## config.mk

```make
export PLATFORM = sky130hd
export DESIGN_NAME = uart_rx_fc
export DESIGN_NICKNAME = d
export VERILOG_FILES = /design/src/rtl/uart_rx_fc.sv
export SDC_FILE = /design/constraint.sdc
export NUM_CORES = 1
export LEC_CHECK = 0
export BUFFER_PORTS_ARGS = -buffer_cell sky130_fd_sc_hd__buf_2
export CORE_MARGIN = 2
export CORE_UTILIZATION = 55
export CTS_BUF_LIST = sky130_fd_sc_hd__clkbuf_8
export DETAILED_ROUTE_END_ITERATION = 8
export PLACE_DENSITY = 0.74
export SYNTH_ARGS = -nofsm -noshare
export SYNTH_HDL_FRONTEND = slang
export SYNTH_SLANG_ARGS = --single-unit
```

## constraint.sdc

```tcl
create_clock -name clk_i -period 3.44 [get_ports clk_i]
set_input_delay 0.172 -clock clk_i [delete_from_list [all_inputs] [get_ports clk_i]]
set_output_delay 0.172 -clock clk_i [all_outputs]
set_load 0.03 [all_outputs]
```

## src/rtl/uart_rx_fc.sv

```systemverilog
// uart_rx_fc: 8N1 UART receiver (2-flop sync, oversampled deframer) into a FWFT buffer; rx_done 1 clk after the stop mid-sample.
// Backpressure: rts_n rises when free entries <= RTS_MARGIN, a full buffer drops frames with overrun_err; UART_RX_PARITY_EN adds even parity.
module uart_rx_fc #(
  parameter int OVERSAMPLE = 16,
  parameter int DIV_W      = 16,
  parameter int FIFO_DEPTH = 4,
  parameter int RTS_MARGIN = 1
) (
  input  logic                        clk_i,
  input  logic                        rst_n_i,
  input  logic [DIV_W-1:0]            baud_div_i,
  input  logic                        rx_i,
  input  logic                        rd_en_i,
  output logic [7:0]                  rx_data_o,
  output logic                        rx_valid_o,
  output logic                        rx_done_o,
  output logic                        rts_n_o,
  output logic                        frame_err_o,
  output logic                        overrun_err_o,
  output logic                        parity_err_o,
  output logic [$clog2(FIFO_DEPTH):0] fifo_count_o
);

  localparam int AW = $clog2(FIFO_DEPTH);
  localparam int CW = AW + 1;
  localparam int TW = $clog2(OVERSAMPLE);
  localparam logic [TW-1:0] HALF_TICK = TW'(OVERSAMPLE / 2 - 1);
  localparam logic [TW-1:0] LAST_TICK = TW'(OVERSAMPLE - 1);
  localparam logic [CW-1:0] DEPTH_C   = CW'(FIFO_DEPTH);
  localparam logic [CW-1:0] MARGIN_C  = CW'(RTS_MARGIN);

  typedef enum logic [2:0] {
    S_IDLE,
    S_START,
    S_DATA,
`ifdef UART_RX_PARITY_EN
    S_PARITY,
`endif
    S_STOP,
    S_BREAK
  } state_e;

  state_e           state_q, state_d;
  logic             rx_s1_q, rx_s2_q, rx_s3_q;
  logic [DIV_W-1:0] div_lim, div_lim_q, div_cnt_q, div_cnt_d;
  logic             tick, div_clr;
  logic [TW-1:0]    tick_cnt_q, tick_cnt_d;
  logic [2:0]       bit_cnt_q, bit_cnt_d;
  logic [7:0]       shift_q, shift_d;
  logic             push, par_bad;
  logic             done_q, done_d, ferr_q, ferr_d, oerr_q, oerr_d, perr_q, perr_d;
  logic [7:0]       mem_q [FIFO_DEPTH];
  logic [AW-1:0]    wr_ptr_q, rd_ptr_q;
  logic [CW-1:0]    count_q, count_d;
  logic             full, pop, rts_n_q;

`ifdef UART_RX_PARITY_EN
  logic par_q, par_d;
  assign par_bad = ^{shift_q, par_q};
`else
  assign par_bad = 1'b0;
`endif

  // The divisor is latched only at a wrap so a live baud_div change never truncates a tick.
  assign div_lim = (baud_div_i == '0) ? DIV_W'(1) : baud_div_i;
  assign tick    = (div_cnt_q == div_lim_q - DIV_W'(1));

  always_comb begin
    div_cnt_d = div_cnt_q + DIV_W'(1);
    if (div_clr || tick) div_cnt_d = '0;
  end

  assign full = (count_q == DEPTH_C);
  assign pop  = rd_en_i && (count_q != '0);

  always_comb begin
    state_d    = state_q;
    tick_cnt_d = tick_cnt_q;
    bit_cnt_d  = bit_cnt_q;
    shift_d    = shift_q;
    div_clr    = 1'b0;
    push       = 1'b0;
    done_d     = 1'b0;
    ferr_d     = 1'b0;
    oerr_d     = 1'b0;
    perr_d     = 1'b0;
`ifdef UART_RX_PARITY_EN
    par_d      = par_q;
`endif
    unique case (state_q)
      S_IDLE: begin
        if (rx_s3_q && !rx_s2_q) begin
          div_clr    = 1'b1;
          tick_cnt_d = '0;
          state_d    = S_START;
        end
      end
      S_START: begin
        if (tick) begin
          if (tick_cnt_q == HALF_TICK) begin
            tick_cnt_d = '0;
            bit_cnt_d  = '0;
            state_d    = rx_s2_q ? S_IDLE : S_DATA;
          end else begin
            tick_cnt_d = tick_cnt_q + TW'(1);
          end
        end
      end
      S_DATA: begin
        if (tick) begin
          if (tick_cnt_q == LAST_TICK) begin
            tick_cnt_d = '0;
            shift_d    = {rx_s2_q, shift_q[7:1]};
            bit_cnt_d  = bit_cnt_q + 3'd1;
            if (bit_cnt_q == 3'd7) begin
`ifdef UART_RX_PARITY_EN
              state_d = S_PARITY;
`else
              state_d = S_STOP;
`endif
            end
          end else begin
            tick_cnt_d = tick_cnt_q + TW'(1);
          end
        end
      end
`ifdef UART_RX_PARITY_EN
      S_PARITY: begin
        if (tick) begin
          if (tick_cnt_q == LAST_TICK) begin
            tick_cnt_d = '0;
            par_d      = rx_s2_q;
            state_d    = S_STOP;
          end else begin
            tick_cnt_d = tick_cnt_q + TW'(1);
          end
        end
      end
`endif
      S_STOP: begin
        if (tick) begin
          if (tick_cnt_q == LAST_TICK) begin
            tick_cnt_d = '0;
            state_d    = S_IDLE;
            if (!rx_s2_q) begin
              ferr_d  = 1'b1;
              state_d = S_BREAK;
            end else if (par_bad) begin
              perr_d = 1'b1;
            end else if (full) begin
              oerr_d = 1'b1;
            end else begin
              push   = 1'b1;
              done_d = 1'b1;
            end
          end else begin
            tick_cnt_d = tick_cnt_q + TW'(1);
          end
        end
      end
      S_BREAK: begin
        if (rx_s2_q) state_d = S_IDLE;
      end
      default: state_d = S_IDLE;
    endcase
  end

  always_comb begin
    count_d = count_q;
    case ({push, pop})
      2'b10:   count_d = count_q + CW'(1);
      2'b01:   count_d = count_q - CW'(1);
      default: count_d = count_q;
    endcase
  end

  always_ff @(posedge clk_i) begin
    if (!rst_n_i) begin
      state_q    <= S_IDLE;
      rx_s1_q    <= 1'b1;
      rx_s2_q    <= 1'b1;
      rx_s3_q    <= 1'b1;
      div_cnt_q  <= '0;
      div_lim_q  <= div_lim;
      tick_cnt_q <= '0;
      bit_cnt_q  <= '0;
      shift_q    <= '0;
      done_q     <= 1'b0;
      ferr_q     <= 1'b0;
      oerr_q     <= 1'b0;
      perr_q     <= 1'b0;
      wr_ptr_q   <= '0;
      rd_ptr_q   <= '0;
      count_q    <= '0;
      rts_n_q    <= 1'b1;
`ifdef UART_RX_PARITY_EN
      par_q      <= 1'b0;
`endif
    end else begin
      state_q    <= state_d;
      rx_s1_q    <= rx_i;
      rx_s2_q    <= rx_s1_q;
      rx_s3_q    <= rx_s2_q;
      div_cnt_q  <= div_cnt_d;
      if (div_clr || tick) div_lim_q <= div_lim;
      tick_cnt_q <= tick_cnt_d;
      bit_cnt_q  <= bit_cnt_d;
      shift_q    <= shift_d;
      done_q     <= done_d;
      ferr_q     <= ferr_d;
      oerr_q     <= oerr_d;
      perr_q     <= perr_d;
      if (push) wr_ptr_q <= wr_ptr_q + AW'(1);
      if (pop)  rd_ptr_q <= rd_ptr_q + AW'(1);
      count_q    <= count_d;
      rts_n_q    <= ((DEPTH_C - count_q) <= MARGIN_C);
`ifdef UART_RX_PARITY_EN
      par_q      <= par_d;
`endif
    end
  end

  always_ff @(posedge clk_i) begin
    if (push) mem_q[wr_ptr_q] <= shift_q;
  end

  assign rx_valid_o    = (count_q != '0);
  assign rx_data_o     = rx_valid_o ? mem_q[rd_ptr_q] : 8'h00;
  assign fifo_count_o  = count_q;
  assign rts_n_o       = rts_n_q;
  assign rx_done_o     = done_q;
  assign frame_err_o   = ferr_q;
  assign overrun_err_o = oerr_q;
  assign parity_err_o  = perr_q;

endmodule
```

# [Word level (Yosys, flattened, before mapping)]
# Memory sizes are Yosys's and may differ from the RTL's. A register that Yosys moved wholly into a read port is not among the register bits.
# Index checks and enable logic that the tools add are counted.
[totals] ff_bits=64 memories=1 out_inout_bits=17 inputBits=20 mem_bits_rw=32 wordCells=109
[classes] addsub=9 bitwise=1 muxes=41 reduce_logical=18 n_eq_ne=22 order_cmp=1
[mem_list] name="mem_q" words=4 word_bits=8 read_ports=1 rd_clocked_by_memory_dff=1 wr=1 line="52" text="logic [7:0] mem_q [FIFO_DEPTH];"
[op_table] op="$mux W16" n=3
[op_table] op="$mux W3" n=14
[op_table] op="$mux W4" n=5
[op_table] op="$ne A2 B2 Y1 const B" n=9
[op_table] op="$add A16 B1 Y16 const B" n=1
[op_table] op="$eq A16 B16 Y1" n=1
[op_table] op="$logic_not A16 Y1" n=1
[op_table] op="$sub A16 B1 Y16 const B" n=1
[op_table] op="$pmux W3 S5" n=1
[op_table] op="$pmux W3 S2" n=2
[op_table] op="$pmux W4 S3" n=1
[op_table] op="$mux W1" n=11
[op_table] op="$reduce_and A5 Y1" n=2
[op_table] op="$eq A3 B3 Y1 const B" n=3
[op_table] op="$reduce_and A9 Y1" n=1
[op_table] op="$mux W8" n=1
[op_table] op="$reduce_and A4 Y1" n=2
[op_table] op="$add A3 B1 Y3 const B" n=2
[op_table] op="$eq A3 B2 Y1 const B" n=2
[op_table] op="$mux W2" n=3
[op_table] op="$reduce_bool A3 Y1" n=2
[op_table] op="$add A2 B1 Y2 const B" n=2
[op_table] op="$add A4 B1 Y4 const B" n=1
[op_table] op="$eq A4 B3 Y1 const B" n=1
[op_table] op="16 further kinds" n=20

# [Depth between registers and ports, before layout]
[depth] word_depth=8 mapped_depth=16 mapped_depth_nobuf=15

# [Worst setup path after synthesis]
# OpenSTA, ideal clock, no wires.
[synth_timing] path_kind="register to register" from="register div_lim_q[5]" to="register count_q[2], in the netlist fifo_count_o[2]" period_less_slack_ps=3418 path_slack_ps=22 path_stages_with_launch=16 t_required_ps=3364 path_buffers=2 setup_time_ps=76 t_arrival_ps=3343 path_cell_list="edfxtp_1 buf_6 or4_1 buf_2 o31a_1 o32a_1 a21oi_1 nand4b_1 nor2_1 nand2_1 ha_1 inv_1 fa_1 xor2_1 or3_1 a21boi_0"
[synth_between] elab_chain_len=6 word_cells_on_any_way=8 classes_between="add/sub (1); eq/ne (3); mux (3); reduce/logical (1)"
[synth_rtl] item="from (decl)" line="45" text="logic [DIV_W-1:0] div_lim, div_lim_q, div_cnt_q, div_cnt_d;"
[synth_rtl] item="from (signal assigned)" line="184" text="div_lim_q <= div_lim;"
[synth_rtl] item="from (signal assigned)" line="205" text="if (div_clr || tick) div_lim_q <= div_lim;"
[synth_rtl] item="$sub A16 B1 Y16 *" line="66" text="assign tick = (div_cnt_q == div_lim_q - DIV_W'(1));"
[synth_rtl] item="$eq A16 B16 Y1 *" line="66"
[synth_rtl] item="$mux W1 *" line="141" text="if (tick) begin"
[synth_rtl] item="$mux W1 *"
[synth_rtl] item="$eq A2 B1 Y1 or $eq A2 B2 Y1 (tied branches)" line="170" text="case ({push, pop})"
[synth_rtl] item="$pmux W3 S2 or $reduce_bool A2 Y1 (tied branches)"
[synth_rtl] item="to (signal assigned)" line="215" text="count_q <= count_d;"
[synth_rtl] item="to (decl)" line="54" text="logic [CW-1:0] count_q, count_d;"
# Every way passes the cells marked *; elsewhere a longest branch is shown, timed or not.
# A chain may end at the register's enable or synchronous reset.

# [Worst setup path in the final report]
[layout_timing] from="register div_lim_q[0]" to="register count_q[2], in the netlist fifo_count_o[2]"
# Same word-level chain as after synthesis.

==> results_dict.tcl <==
set metrics [dict create \
    synth_adder_area_share 0.04016 \
    clock_sinks 98 \
    routed_wl_um 9165 \
    clock_latency_ns 0.37 \
    fmax_mhz 298.2 \
    syn_inst 443 \
    cts_buffer_depth 2 \
    synth.most_common_cell "dfxtp_1" \
    cts-root-buf "clkbuf_8" \
    first_global_vias 3340 \
    synthTopCellsByCount "50 x dfxtp_1, 48 x edfxtp_1, 47 x nand2_1" \
    start_kind "flop" \
    clkTransAtPathRegs_ns 0.11 \
    muxShareOfSynthArea 0.07055 \
    seq_power_share 0.566 \
    setup_slack_ns 0.08627 \
    synthesis.nets 478 \
    synth_seq_cells 98 \
    grt_usage 0.1981 \
    ys.warnings.count 0 \
    io_pins 37 \
    core_region_area_mm2 0.008636 \
    via_count 3334 \
    critPathKind "flop to flop" \
    post-place-ws_ns -0.08659 \
    finalSetupViolations 0 \
    hold_viol_final 0 \
    switching_share 0.2524 \
    worst_hold_path_type "input pin to flop" \
    final_cell_area_mm2 0.005595 \
    p_per_area_mw_per_mm2 404.4 \
    ant_nets 0 \
    diodes 0 \
    worst_hold_slack_ns 0.1113 \
    post_drt_wl_per_cell_um 15.30 \
    holdPathStages 2 \
    cp_max_fo 5 \
    netlist.top_cell.by_area "edfxtp_1" \
    vias_per_cell 5.566 \
    dr.pass1.iters 4 \
    start_util 0.5627 \
    synth_compound_area_frac 0.07673 \
    drc 0 \
    drt_iter0_markers 113 \
    leakage_uw 0.001961 \
    synth_top_family_by_area "simple AND/OR/NAND/NOR gates" \
    p_total_uw 2263 \
    drv_cap 0 \
    grt_max_degree 38 \
    grt_pass1_wl_um 15260 \
    die_h_um 98 \
    p_comb_frac 0.090 \
    nets 521 \
    min_period_over_period 0.9749 \
    fin_crit_ns 3.354 \
    dpl_cell_area_mm2 0.005126 \
    synth.cell_area_mm2 0.004860 \
    gp_congestion 0.9116 \
    synthArstFlopShare 0 \
    avgSynthCellArea_um2 10.97 \
    die_area_mm2 0.009604 \
    ys_types 66 \
    grt-ovfl-total 0 \
    port-buffer-count 35 \
    fin_skew_ns 0.01466 \
    relSlewSlack 0.5779 \
    ys_top_cells_by_area "edfxtp_1 30%, dfxtp_1 21%, xnor2_1 4.1%" \
    cts_tree "done" \
    drive_gt1_frac 0.2077 \
    utilization 0.6479 \
    syn2layout_area_growth_pct 15.14 \
    rows 34 \
    yosysSeqAreaShare 0.5026 \
    worst_pin_slew_ns 0.6331 \
    reg2regPathDepth 14 \
    hpwl_um 6363 \
    antenna_found_initial 0 \
    synth_edf_count 48 \
    p_clk_frac 0.344 \
    synth_top_area_share 0.2966 \
    synthFlopType "dfxtp_1" \
    ctsHtreeMaxLevel 3 \
    cts_made_buffers 9 \
    end_kind "flop" \
    p_sw_uw 571.1 \
    outcome "complete, no violations" \
    intPower_uw 1692 \
    synth_xor_area_frac 0.06488 \
    finalMaxSlewViolations 0 \
    yosys.area_share.simple 0.2052 \
    die-width_um 98 \
    crit_required_ns 3.75 \
    cp.arrival_ns 3.67 \
    peakVddDrop_v 0.0002455 \
]
cell families after synthesis:
group	Yosys count
buffers and inverters	46
AO/OA/AOI/OAI	46
multiplexers	23
XOR/XNOR	36
adder cells (fa/ha/maj)	15
AND/OR/NAND/NOR	178
other	1
flip-flops	98
worst max-delay path, cell delays in order (launching register included):
cell      delay (ns)
edfxtp_1        0.41
buf_4           0.17
or3_4           0.42
o31a_1          0.29
o32a_1          0.30
a21oi_2         0.17
nand4b_1        0.18
nor2_2          0.05
nand2_1         0.07
ha_2            0.20
inv_1           0.05
fa_1            0.37
xor2_1          0.16
or3_1           0.31
a21boi_1        0.14
stage by stage:
stage / instances / TNS [ns]
2_1_floorplan: 443 / 0
3_3_place_gp: 566 / 0
3_5_place_dp: 566 / -0.08659
4_1_cts: 598 / 0
5_1_grt: 599 / -0.004459
6_report: 599 / 0
final cells by class:
type                       count  area (um2)
clock buffer                   9       123.9
fill                         671        3040
clock inverter                 7       83.83
tap                          108       135.1
multi-input combinational    299        2321
inverter                      13       48.80
timing repair buffer          65       440.4
sequential                    98        2442
final timing paths:
check | slack [ns] | startpoint | to
min | 0.11 | baud_div_i[0] | div_lim_q[0]
max | 0.09 | div_lim_q[0] | fifo_count_o[2]
max reg2reg | 0.09 | div_lim_q[0] | fifo_count_o[2]
min reg2reg | 0.42 | rx_s1_q | rx_s2_q
placed cells by master, fill, tap and decap left out, types with 2 or more instances in the layout:
master / n
nor4b_4: 2
inv_1: 12
dlygate4sd3_1: 16
buf_2: 35
and2_1: 16
nand2b_1: 7
buf_4: 14
or2_2: 2
nor4_1: 6
nand3_1: 14
nor2_1: 31
mux4_2: 8
or4_1: 3
nor4_2: 2
o21ai_0: 7
ha_1: 12
nor2b_1: 4
nand3b_1: 2
and3_1: 15
nand2_1: 46
o31ai_1: 4
o22ai_1: 2
dfxtp_1: 50
edfxtp_1: 48
a22oi_1: 3
nor3_1: 8
mux2i_1: 14
a31oi_1: 3
nor4_4: 2
inv_8: 2
a21oi_1: 4
clkbuf_8: 9
or3_1: 4
xor2_1: 13
xnor2_1: 22
inv_6: 2
o21ai_2: 2
per-layer routing:
metal / GRT usage / wire length, um
met1: 0.2413 / 4040
met2: 0.3393 / 4605
met3: 0.04366 / 323
met4: 0.08547 / 196
met5: 0 / 0
power groups by stage:
stage	clock network [uW]	registers, uW	logic, uW
floorplan	0	1300	131
finish	779	1280	203
detailed placement	0	1300	174
CTS	794	1280	191
global route	839	1290	221
global placement	0	1300	170
sequential cells by signal (all words and copies together) (netlist names), 2 cells and up, named ones only:
register,flops
bit_cnt_q,3
rd_ptr_q,2
tick_cnt_q,4
state_q,3
div_lim_q,16
wr_ptr_q,2
fifo_count_o,3
mem_q,32
shift_q,8
div_cnt_q,16
timing repair:
action / CTS / global route
buffers inserted: 0 / 1
setup endpoints to repair: 1 / 2
pin swaps: 0 / 2
hold buffers: 16 / 0
endpoints found under the hold margin: 16 / 0
resized for setup: 3 / 17
No activity file was read; power rests on OpenSTA's default activity.
